[src/rtl/scoreboard_digit_scheduler_pkg.sv]
// Shared constants, FSM state type and elaboration helpers for the scoreboard digit scheduler.
// Raster constants fall back to local defaults when the shared define file is not in the build.
`ifndef CORDW
`define CORDW 10
`endif
`ifndef SCORE_Y
`define SCORE_Y 32
`endif
`ifndef GLYPH_ROM_AW
`define GLYPH_ROM_AW 12
`endif

package scoreboard_digit_scheduler_pkg;

  localparam int CORDW        = `CORDW;
  localparam int SCORE_Y      = `SCORE_Y;
  localparam int GLYPH_ROM_AW = `GLYPH_ROM_AW;

  typedef enum logic [1:0] {
    ST_IDLE,
    ST_LOAD,
    ST_SHIFT,
    ST_COMMIT
  } b2b_state_e;

  function automatic int pow10(input int n);
    int r;
    r = 1;
    for (int i = 0; i < n; i++) r = r * 10;
    return r;
  endfunction

  // Upper bound on decimal digits needed for a binary value of the given width.
  function automatic int bcd_nibbles(input int bits);
    return (bits + 2) / 3;
  endfunction

  function automatic int imax(input int a, input int b);
    return (a > b) ? a : b;
  endfunction

endpackage

[src/rtl/scoreboard_digit_scheduler_if.sv]
// Score, raster position and glyph ROM fetch signals of the scoreboard digit scheduler.
interface scoreboard_digit_scheduler_if #(
  parameter int DIGITS     = 4,
  parameter int SCORE_BITS = 14
);
  import scoreboard_digit_scheduler_pkg::*;

  logic [CORDW-1:0]        pixel;
  logic [CORDW-1:0]        line;
  logic [SCORE_BITS-1:0]   score;
  logic                    score_valid;
  logic [GLYPH_ROM_AW-1:0] rom_addr;
  logic                    rom_rden;
  logic [4*DIGITS-1:0]     digits_bcd;
  logic                    busy;

  modport master (
    output pixel, line, score, score_valid,
    input  rom_addr, rom_rden, digits_bcd, busy
  );

  modport slave (
    input  pixel, line, score, score_valid,
    output rom_addr, rom_rden, digits_bcd, busy
  );

endinterface

[src/rtl/scoreboard_digit_scheduler_bin2bcd_seq.sv]
// Sequential double-dabble: start -> LOAD, SCORE_BITS x SHIFT, COMMIT (done pulse, bcd_o valid).
// Values above 10^DIGITS-1 saturate to all nines; the check is made while loading.
module scoreboard_digit_scheduler_bin2bcd_seq
  import scoreboard_digit_scheduler_pkg::*;
#(
  parameter int DIGITS     = 4,
  parameter int SCORE_BITS = 14
) (
  input  logic                  clk,
  input  logic                  rst_n,
  input  logic                  start_i,
  input  logic [SCORE_BITS-1:0] bin_i,
  output logic [4*DIGITS-1:0]   bcd_o,
  output logic                  busy_o,
  output logic                  done_o
);

  localparam int ACC_N = imax(bcd_nibbles(SCORE_BITS), DIGITS);
  localparam int ACC_W = 4 * ACC_N;
  localparam int CNT_W = $clog2(SCORE_BITS + 1);
  localparam logic [31:0] SAT_LIM = 32'(pow10(DIGITS) - 1);

  b2b_state_e              state_q, state_d;
  logic [CNT_W-1:0]        cnt_q;
  logic [SCORE_BITS-1:0]   bin_sh_q, bin_step;
  logic [ACC_W-1:0]        acc_q, acc_adj, acc_step;
  logic                    sat_q;

  always_ff @(posedge clk or negedge rst_n) begin
    if (!rst_n) state_q <= ST_IDLE;
    else        state_q <= state_d;
  end

  always_comb begin
    state_d = state_q;
    case (state_q)
      ST_IDLE:   if (start_i) state_d = ST_LOAD;
      ST_LOAD:   state_d = ST_SHIFT;
      ST_SHIFT:  if (cnt_q == CNT_W'(SCORE_BITS - 1)) state_d = ST_COMMIT;
      ST_COMMIT: state_d = ST_IDLE;
      default:   state_d = ST_IDLE;
    endcase
  end

  always_comb begin
    busy_o = (state_q != ST_IDLE);
    done_o = (state_q == ST_COMMIT);
    bcd_o  = sat_q ? {DIGITS{4'h9}} : acc_q[4*DIGITS-1:0];
  end

  always_comb begin
    acc_adj = acc_q;
    for (int n = 0; n < ACC_N; n++) begin
      if (acc_q[4*n +: 4] >= 4'd5) acc_adj[4*n +: 4] = acc_q[4*n +: 4] + 4'd3;
    end
    {acc_step, bin_step} = {acc_adj, bin_sh_q} << 1;
  end

  always_ff @(posedge clk or negedge rst_n) begin
    if (!rst_n) begin
      cnt_q    <= '0;
      bin_sh_q <= '0;
      acc_q    <= '0;
      sat_q    <= 1'b0;
    end else begin
      case (state_q)
        ST_LOAD: begin
          cnt_q    <= '0;
          bin_sh_q <= bin_i;
          acc_q    <= '0;
          sat_q    <= (32'(bin_i) > SAT_LIM);
        end
        ST_SHIFT: begin
          cnt_q    <= cnt_q + CNT_W'(1);
          bin_sh_q <= bin_step;
          acc_q    <= acc_step;
        end
        default: ;
      endcase
    end
  end

endmodule

[src/rtl/scoreboard_digit_scheduler.sv]
// Converts the latest score to BCD once per frame and drives glyph ROM fetches for each digit slot.
// Define SCORE_LZB_EN to blank leading-zero slots (the last slot is always drawn).
module scoreboard_digit_scheduler
  import scoreboard_digit_scheduler_pkg::*;
#(
  parameter int SPR_X      = 400,
  parameter int DIGITS     = 4,
  parameter int GLYPH_W    = 16,
  parameter int GLYPH_H    = 16,
  parameter int SCORE_BITS = 14
) (
  input logic                         clk,
  input logic                         rst_n,
  scoreboard_digit_scheduler_if.slave sb
);

  localparam int C1     = CORDW + 1;
  localparam int LOG_W  = $clog2(GLYPH_W);
  localparam int LOG_H  = $clog2(GLYPH_H);
  localparam int SLOT_W = 3;
  localparam int SC_W   = SLOT_W + LOG_W;
  localparam int GA_W   = 4 + LOG_H + LOG_W;
  // Window leads the drawn sprite by two cycles: our register plus the ROM output register.
  localparam logic [C1-1:0] X_LO = C1'(SPR_X - 2);
  localparam logic [C1-1:0] X_HI = C1'(SPR_X + DIGITS * GLYPH_W - 3);
  localparam logic [C1-1:0] Y_LO = C1'(SCORE_Y);
  localparam logic [C1-1:0] Y_HI = C1'(SCORE_Y + GLYPH_H);

  logic [SCORE_BITS-1:0]   pend_q, pend_d;
  logic                    pend_vld_q, pend_vld_d;
  logic [4*DIGITS-1:0]     digits_q, digits_d, bcd_res;
  logic [GLYPH_ROM_AW-1:0] rom_addr_q, rom_addr_d;
  logic                    rom_rden_q, rom_rden_d;
  logic                    frame_start, start, conv_busy, conv_done;
  logic [C1-1:0]           px, ln;
  logic                    in_win;
  logic [SC_W-1:0]         slot_col;
  logic [SLOT_W-1:0]       slot;
  logic [LOG_W-1:0]        col;
  logic [LOG_H-1:0]        row;
  logic [3:0]              dig;
  logic [GA_W-1:0]         glyph_addr;

  assign frame_start = (sb.pixel == '0) && (sb.line == '0);
  assign start       = frame_start && (pend_vld_q || sb.score_valid) && !conv_busy;
  assign pend_d      = sb.score_valid ? sb.score : pend_q;
  assign pend_vld_d  = start ? 1'b0 : (sb.score_valid ? 1'b1 : pend_vld_q);
  assign digits_d    = conv_done ? bcd_res : digits_q;

  // LOAD samples pend_q one cycle after start, so a strobe on the frame-start cycle is included.
  scoreboard_digit_scheduler_bin2bcd_seq #(
    .DIGITS     (DIGITS),
    .SCORE_BITS (SCORE_BITS)
  ) u_bin2bcd (
    .clk     (clk),
    .rst_n   (rst_n),
    .start_i (start),
    .bin_i   (pend_q),
    .bcd_o   (bcd_res),
    .busy_o  (conv_busy),
    .done_o  (conv_done)
  );

  always_comb begin
    px       = {1'b0, sb.pixel};
    ln       = {1'b0, sb.line};
    in_win   = (px >= X_LO) && (px <= X_HI) && (ln >= Y_LO) && (ln < Y_HI);
    slot_col = SC_W'(px - X_LO);
    slot     = slot_col[SC_W-1 -: SLOT_W];
    col      = slot_col[LOG_W-1:0];
    row      = LOG_H'(ln - Y_LO);
    dig      = 4'd0;
    for (int s = 0; s < DIGITS; s++) begin
      if (slot == SLOT_W'(s)) dig = digits_q[4*(DIGITS-1-s) +: 4];
    end
    glyph_addr = {dig, row, col};
    rom_addr_d = in_win ? GLYPH_ROM_AW'(glyph_addr) : rom_addr_q;
  end

`ifdef SCORE_LZB_EN
  logic seen_nz, blank;

  always_comb begin
    seen_nz = 1'b0;
    blank   = 1'b0;
    for (int s = 0; s < DIGITS; s++) begin
      if (digits_q[4*(DIGITS-1-s) +: 4] != 4'd0) seen_nz = 1'b1;
      if (slot == SLOT_W'(s)) blank = !seen_nz && (s != DIGITS - 1);
    end
    rom_rden_d = in_win && !blank;
  end
`else
  assign rom_rden_d = in_win;
`endif

  always_ff @(posedge clk or negedge rst_n) begin
    if (!rst_n) begin
      pend_q     <= '0;
      pend_vld_q <= 1'b0;
      digits_q   <= '0;
      rom_addr_q <= '0;
      rom_rden_q <= 1'b0;
    end else begin
      pend_q     <= pend_d;
      pend_vld_q <= pend_vld_d;
      digits_q   <= digits_d;
      rom_addr_q <= rom_addr_d;
      rom_rden_q <= rom_rden_d;
    end
  end

  assign sb.rom_addr   = rom_addr_q;
  assign sb.rom_rden   = rom_rden_q;
  assign sb.digits_bcd = digits_q;
  assign sb.busy       = conv_busy;

endmodule

[src/flat_wrapper.sv]
// flat-port wrapper written by rule: the top's interface ports become plain ports
module scoreboard_digit_scheduler_flat import scoreboard_digit_scheduler_pkg::*;
#(
  parameter int SPR_X      = 400,
  parameter int DIGITS     = 4,
  parameter int GLYPH_W    = 16,
  parameter int GLYPH_H    = 16,
  parameter int SCORE_BITS = 14
)
  (clk, rst_n, sb_pixel, sb_line, sb_score, sb_score_valid, sb_rom_addr, sb_rom_rden, sb_digits_bcd, sb_busy);
  scoreboard_digit_scheduler_if #(.DIGITS(DIGITS), .SCORE_BITS(SCORE_BITS)) sb_i ();
  input logic clk;
  input logic rst_n;
  input wire logic [$bits(sb_i.pixel)-1:0] sb_pixel;
  input wire logic [$bits(sb_i.line)-1:0] sb_line;
  input wire logic [$bits(sb_i.score)-1:0] sb_score;
  input wire logic [$bits(sb_i.score_valid)-1:0] sb_score_valid;
  output wire logic [$bits(sb_i.rom_addr)-1:0] sb_rom_addr;
  output wire logic [$bits(sb_i.rom_rden)-1:0] sb_rom_rden;
  output wire logic [$bits(sb_i.digits_bcd)-1:0] sb_digits_bcd;
  output wire logic [$bits(sb_i.busy)-1:0] sb_busy;
  assign sb_i.pixel = sb_pixel;
  assign sb_i.line = sb_line;
  assign sb_i.score = sb_score;
  assign sb_i.score_valid = sb_score_valid;
  assign sb_rom_addr = sb_i.rom_addr;
  assign sb_rom_rden = sb_i.rom_rden;
  assign sb_digits_bcd = sb_i.digits_bcd;
  assign sb_busy = sb_i.busy;
  scoreboard_digit_scheduler #(.SPR_X(SPR_X), .DIGITS(DIGITS), .GLYPH_W(GLYPH_W), .GLYPH_H(GLYPH_H), .SCORE_BITS(SCORE_BITS)) u_core (.clk(clk), .rst_n(rst_n), .sb(sb_i));
endmodule
[config.mk]
export PLATFORM = sky130hd
export DESIGN_NAME = scoreboard_digit_scheduler_flat
export DESIGN_NICKNAME = d
export VERILOG_FILES = /design/src/rtl/scoreboard_digit_scheduler_pkg.sv /design/src/rtl/scoreboard_digit_scheduler_if.sv /design/src/rtl/scoreboard_digit_scheduler_bin2bcd_seq.sv /design/src/rtl/scoreboard_digit_scheduler.sv /design/src/flat_wrapper.sv
export SDC_FILE = /design/constraint.sdc
export NUM_CORES = 1
export LEC_CHECK = 0
export BUFFER_PORTS_ARGS = -buffer_cell sky130_fd_sc_hd__buf_4
export CAP_MARGIN = 20
export CORE_MARGIN = 2
export CORE_UTILIZATION = 55
export CTS_BUF_LIST = sky130_fd_sc_hd__clkbuf_2 sky130_fd_sc_hd__clkbuf_4 sky130_fd_sc_hd__clkbuf_8
export CTS_CLUSTER_SIZE = 16
export DETAILED_ROUTE_END_ITERATION = 8
export PLACE_DENSITY_LB_ADDON = 0.08
export SKIP_LAST_GASP = 1
export SYNTH_ARGS = -nofsm -noshare
export SYNTH_HDL_FRONTEND = slang
export SYNTH_HIERARCHICAL = 1
export SYNTH_SLANG_ARGS = --single-unit
[constraint.sdc]
create_clock -name clk -period 2.5 [get_ports clk]
set_input_delay 0.125 -clock clk [delete_from_list [all_inputs] [get_ports clk]]
set_output_delay 0.125 -clock clk [all_outputs]
set_load 0.1 [all_outputs]
== Word-level counts from Yosys, hierarchy flattened ==
Index checks and enable logic that the tools add are counted.
Operators by class
  $add $sub $neg: 8
  order comparisons: 10
  equal/unequal tests: 9
  mux-type cells: 18
  reductions and logical operators: 16
Operator list (count)
  $pmux 20 s2: 1
  $mux 4: 8
  $pmux 14 s2: 1
  $ge 4x3->1 const B: 5
  $logic_not 10->1: 2
  $add 4x2->4 const B: 4
  $mux 16: 1
  $gt 14x14->1 const B: 1
  $ge 10x6->1 const B: 1
  $ge 10x9->1 const B: 1
  $le 10x9->1 const B: 1
  $lt 10x6->1 const B: 1
  $pmux 2 s4: 1
  $pmux 4 s2: 1
  $sub 7x4->7 const B: 1
  $eq 3x2->1 const B: 2
  $logic_and 1x1->1: 6
  $reduce_bool 2->1: 3
  $add 4x1->4 const B: 1
  $eq 2x2->1 const B: 2
  $eq 4x4->1 const B: 1
  $mux 2: 2
  $sub 4x1->4 const B: 1
  $add 3x2->3 const B: 1
  other kinds (11): 12
Word-level totals
  bits in registers: 85
  input port bits: 37
  output and inout bits: 30
  word-level logic and storage cells: 71

== Longest topological paths before layout ==
  depth in word-level cells: 6
  mapped depth: 9
  depth with buffers taken out: 9

== Modules after synthesis ==
Netlist, hierarchy kept.
By module, submodules not included
  scoreboard_digit_scheduler_bin2bcd_seq: times used 1, cells an instance 229, area an instance 2230.9 um2
  scoreboard_digit_scheduler: times used 1, cells an instance 182, area an instance 2094.5 um2

== Worst setup path before layout ==
No wires, ideal clock.
  path type: register -> register
  from: reg u_core.u_bin2bcd.state_q[0]
  to: reg u_core.u_bin2bcd.state_q[1]
  setup time: 0.125 ns
  data arrival time: 2.185 ns
  data required time: 2.375 ns
  slack: 0.191 ns
  stages on the path, launching flop included: 10
  path buffers: 0
  clock period less this slack: 2.309 ns
  cell sequence: dfrtp_1 -> inv_1 -> ha_1 -> inv_1 -> nor3_1 -> nand3_1 -> nor4_1 -> nor2b_1 -> a21oi_1 -> mux2_2
On the way
  longest elaborated chain between the ends: 5
  elaborated cells on any way between the ends: 11
  classes of those cells: eq/ne: 5; mux: 1; reduce/logical: 5
RTL lines
  start, declared: line scoreboard_digit_scheduler_bin2bcd_seq.sv:23  | b2b_state_e state_q, state_d;
  start signal, assigned: line scoreboard_digit_scheduler_bin2bcd_seq.sv:31  | else state_q <= state_d;
  $reduce_bool 2->1: line scoreboard_digit_scheduler_bin2bcd_seq.sv:46  | busy_o = (state_q != ST_IDLE);
  net sb_busy: line flat_wrapper.sv:21  | output wire logic [$bits(sb_i.busy)-1:0] sb_busy;
  $logic_not 1->1: line scoreboard_digit_scheduler.sv:45  | assign start = frame_start && (pend_vld_q || sb.score_valid) && !conv_busy;
  $logic_and 1x1->1: line scoreboard_digit_scheduler.sv:45
  net u_core.start: line scoreboard_digit_scheduler.sv:34  | logic frame_start, start, conv_busy, conv_done;
  $ne 2x1->1 (no source line)
  $reduce_and 2->1 (no source line)
The timed path passes the listed nets, and every way through them passes these cells.
A chain may end at the register's enable or synchronous reset.

== Worst setup path in the final report ==
  from: reg u_core.u_bin2bcd.state_q[0]
  to: reg u_core.u_bin2bcd.state_q[1]
On the way
  longest elaborated chain between the ends: 5
  elaborated cells on any way between the ends: 11
  classes of those cells: eq/ne: 5; mux: 1; reduce/logical: 5
RTL lines (line)
  $reduce_bool 2->1: scoreboard_digit_scheduler_bin2bcd_seq.sv:46
  $logic_not 1->1: scoreboard_digit_scheduler.sv:45
  $logic_and 1x1->1: scoreboard_digit_scheduler.sv:45
  net u_core.start: scoreboard_digit_scheduler.sv:34
  $ne 2x1->1 (no source line)
  $reduce_and 2->1 (no source line)
The timed path passes the listed nets, and every way through them passes these cells.

==> impl_summary.txt <==
----------------------------------------------------
[STA]
  Relative slew slack ... 52.18%
  Transition time at the pin with the least slew margin ... 0.7173 ns
  Clock Skew ... 0.008750 ns
  Final number of max-transition violations ... 0
  Post-route worst setup slack ... 0.3957 ns
  Final critical-path share of the clock period ... 84.17%
  Final setup violation count ... 0
  Total negative slack ... 0 ns
  Final hold vios ... 0
  Unrepaired setup endpoints after global routing ... false
  Time the final worst path needs with I/O delays and setup ... 2.104 ns
  Achievable frequency ... 0.4752 GHz

[Setup path]
  Endpoint class of the critical path ... flip-flop
  Maximum net fanout on the critical path ... 4
  Req. time, crit path ... 2.74 ns
  Category of the most critical setup path ... reg2reg
  Sort of element at the start of the critical path ... flip-flop
  CP arrival ... 2.34 ns

[Drt]
  Vias after detailed routing ... 3337
  Detailed-route DRC error count ... 0
  Drt total wl ... 9114 um
  Vias per std cell ... 5.534
  Starting DRT DRC Count ... 166
  First-pass DRT Iterations ... 4
  Post-DR wirelength/cell ... 15.11 um
  Number of nets with antenna violations after routing ... 0

[Clocking]
  CTS Sinks ... 81
  Clock tree from TritonCTS ... yes
  # Post-CTS Setup Buffers ... 0
  Skew-Pair Late Insertion Delay ... 0.35 ns
  CTS clk-pin slew, worst paths ... 0.08 ns
  CTS H-tree lvls ... 3
  CTS Buf Count ... 9
  Buffers from clock root to sink, at most ... 2
  CTS root buffer ... sky130_fd_sc_hd__clkbuf_8

[Global route]
  Antenna violations before repair ... 0
  Grt ovf ... 0
  Overall Global Routing Usage ... 22.13%
  Pin count of the biggest net entering global routing ... 82
  Number of global-route vias before repair ... 3210
  Global-route wire length before repair ... 15040 um

[Power]
  Pwr/cell area ... 972.4 nW/um^2
  Leakage power ... 2.347 nW
  Total power draw ... 5.131 mW
  Max rail drop VDD ... 0.5052 mV

[Placement]
  HPWL after DPL ... 6149 um
  Number of I/O port buffers ... 66
  Placed cells ... 565
  Setup slack after placement ... 0.4243 ns
  Cell area after placement ... 4860 um^2
  Weighted congestion reported at the end of routability-driven placement ... 0.8227

[Floorplan]
  Core footprint ... 7687 um^2
  I/O pin total ... 67
  Number of placement rows ... 32
  Overall die width ... 92.68 um
  Full die area ... 8590 um^2
  Initial standard-cell utilization of the core ... 56.27%
  Vert. Die Dim ... 92.68 um

[Outcome]
  Result of the run ... completed

[Synth]
  Number of enable flip-flop cells after synthesis ... 0
  Leading area contributor after synthesis ... sky130_fd_sc_hd__dfrtp_1
  Mapped Area ... 4325 um^2
  Post-synthesis net count ... 464
  Post-synthesis sequential area ratio ... 46.86%
  Number of instances in the synthesized netlist ... 411
  Most area-consuming cells after synthesis ... sky130_fd_sc_hd__dfrtp_1, sky130_fd_sc_hd__mux2_2, sky130_fd_sc_hd__ha_1
  Avg Synthesized Cell Area ... 10.52 um^2
  Share of synthesized registers carrying an async set or reset ... 100.0%
  List of most frequent post-synthesis cells ... sky130_fd_sc_hd__dfrtp_1, sky130_fd_sc_hd__a21oi_1, sky130_fd_sc_hd__mux2_2, sky130_fd_sc_hd__nor2_1, sky130_fd_sc_hd__inv_1
  Cell variety after synth ... 45
  Main synth FF type ... sky130_fd_sc_hd__dfrtp_1
  Seq cells post-synth ... 81
  Post-synth top area share ... 46.86%
  Warnings, synthesis ... 6
  Leading cell type by number of instances after synthesis ... sky130_fd_sc_hd__dfrtp_1

[Cells and area]
  Design area ... 5276 um^2
  Final-layout fill cell count ... 593
  Non-filler cells in the finished layout ... 603
  Ratio of cells with drive above 1 in the final layout ... 29.14%
  Post-synthesis to final-layout area growth ... 21.98%
  Total Nets Final ... 549
  Diode insertion count for antenna repair ... 0

[Hold path]
  Hold Path Class ... in2reg

[Run]
  Max cap viols ... 0

----------------------------------------------------
==> metal layers <==
layer	part of all wire, %	global-route usage (%)	wire [um]
met3	4.8	4.231	439
met4	1.0	7.353	92
met1	47	30.94	4279
met2	47	35.04	4302
met5	0	0	0
==> layout make-up <==
type / count / area (um^2) / share of cell area [%]
inverter: 23 / 86.33 / 1.636
tap: 102 / 127.6 / 2.419
timing repair buffer: 96 / 793.3 / 15.03
clock inverter: 7 / 55.05 / 1.043
multi-input combinational: 285 / 2063 / 39.10
sequential: 81 / 2027 / 38.42
clock buffer: 9 / 123.9 / 2.348
==> flip-flops by register name, summed over array words and instances, names as in the netlist <==
| signal | count |
|---|---|
| u_core/sb.rom_rden | 1 |
| u_core/u_bin2bcd/cnt_q | 4 |
| u_core/sb.rom_addr | 12 |
| u_core/u_bin2bcd/sat_q | 1 |
| u_core/u_bin2bcd/bin_sh_q | 14 |
| u_core/u_bin2bcd/acc_q | 16 |
| u_core/pend_q | 14 |
| u_core/u_bin2bcd/state_q | 2 |
| u_core/pend_vld_q | 1 |
| u_core/sb.digits_bcd | 16 |
==> logic make-up after synthesis <==
logic type                 Yosys count  synth area share (%)
xor gates and xnor gates             7                 1.591
AOI/OAI and AO/OA                   88                 13.65
adders and majority gates           16                 4.628
muxes                               52                 13.36
buffers and inverters               45                 5.496
DFF                                 81                 46.86
and+or+nand+nor                    122                 14.41
==> layout by cell type (no fill, tap or decap), types with 3 or more instances in the layout <==
| cell | n |
|---|---|
| sky130_fd_sc_hd__or2_2 | 8 |
| sky130_fd_sc_hd__o221ai_1 | 8 |
| sky130_fd_sc_hd__xnor2_1 | 4 |
| sky130_fd_sc_hd__a211o_1 | 7 |
| sky130_fd_sc_hd__nand2b_1 | 20 |
| sky130_fd_sc_hd__buf_4 | 74 |
| sky130_fd_sc_hd__nand3b_1 | 6 |
| sky130_fd_sc_hd__nor3_1 | 9 |
| sky130_fd_sc_hd__ha_1 | 15 |
| sky130_fd_sc_hd__o21ai_0 | 14 |
| sky130_fd_sc_hd__nand3_1 | 22 |
| sky130_fd_sc_hd__nand2_1 | 17 |
| sky130_fd_sc_hd__nor2b_1 | 4 |
| sky130_fd_sc_hd__dlygate4sd3_1 | 21 |
| sky130_fd_sc_hd__mux2_4 | 3 |
| sky130_fd_sc_hd__inv_1 | 23 |
| sky130_fd_sc_hd__o31ai_1 | 5 |
| sky130_fd_sc_hd__mux2i_1 | 15 |
| sky130_fd_sc_hd__clkbuf_8 | 9 |
| sky130_fd_sc_hd__a21oi_1 | 35 |
| sky130_fd_sc_hd__mux2_2 | 34 |
| sky130_fd_sc_hd__o31a_1 | 3 |
| sky130_fd_sc_hd__dfrtp_1 | 81 |
| sky130_fd_sc_hd__nor4_1 | 4 |
| sky130_fd_sc_hd__o22ai_1 | 4 |
| sky130_fd_sc_hd__nor2_1 | 27 |
==> report_power, final <==
part           switching [mW]  leakage, nW  internal (mW)
clock                   0.509       0.0862          0.369
sequential              0.228         1.04           1.58
combinational            1.58         1.22          0.870
total                    2.31         2.35           2.82
==> metrics by stage <==
stage               hold slack, ns  util [%]
finish                      0.1052     68.64
global route                0.1135     68.64
CTS                        0.08403     68.28
detailed placement          0.3614     63.22
global placement            0.3579     63.22
floorplan                  -0.1706         -
==> repair_timing <==
item / CTS / global route
hold buffers: 21 / 0
hold endpoints to repair: 101 / 0
resized for setup: 0 / 0
==> worst paths after layout <==
kind,to,startpoint,depth (start not counted),slack [ns]
max,u_core/u_bin2bcd/state_q[1],u_core/u_bin2bcd/state_q[0],9,0.40
min,u_core/sb.rom_addr[3],sb_pixel[3],3,0.11
max reg2reg,u_core/u_bin2bcd/state_q[1],u_core/u_bin2bcd/state_q[0],9,0.40
min reg2reg,u_core/pend_vld_q,u_core/pend_vld_q,2,0.51
max in group asynchronous,u_core/u_bin2bcd/bin_sh_q[6],rst_n,3,1.70
min in group asynchronous,u_core/sb.digits_bcd[0],rst_n,2,0.22
==> worst max-delay path, stage by stage, from the launching register on <==
cell                      delay [ns]
sky130_fd_sc_hd__dfrtp_1        0.42
sky130_fd_sc_hd__inv_1          0.12
sky130_fd_sc_hd__ha_2           0.18
sky130_fd_sc_hd__inv_1          0.05
sky130_fd_sc_hd__nor3_1         0.16
sky130_fd_sc_hd__nand3_1        0.10
sky130_fd_sc_hd__nor4_1         0.29
sky130_fd_sc_hd__nor2b_1        0.11
sky130_fd_sc_hd__a21oi_1        0.19
sky130_fd_sc_hd__mux2_2         0.36
No activity file was read; power rests on OpenSTA's default activity.
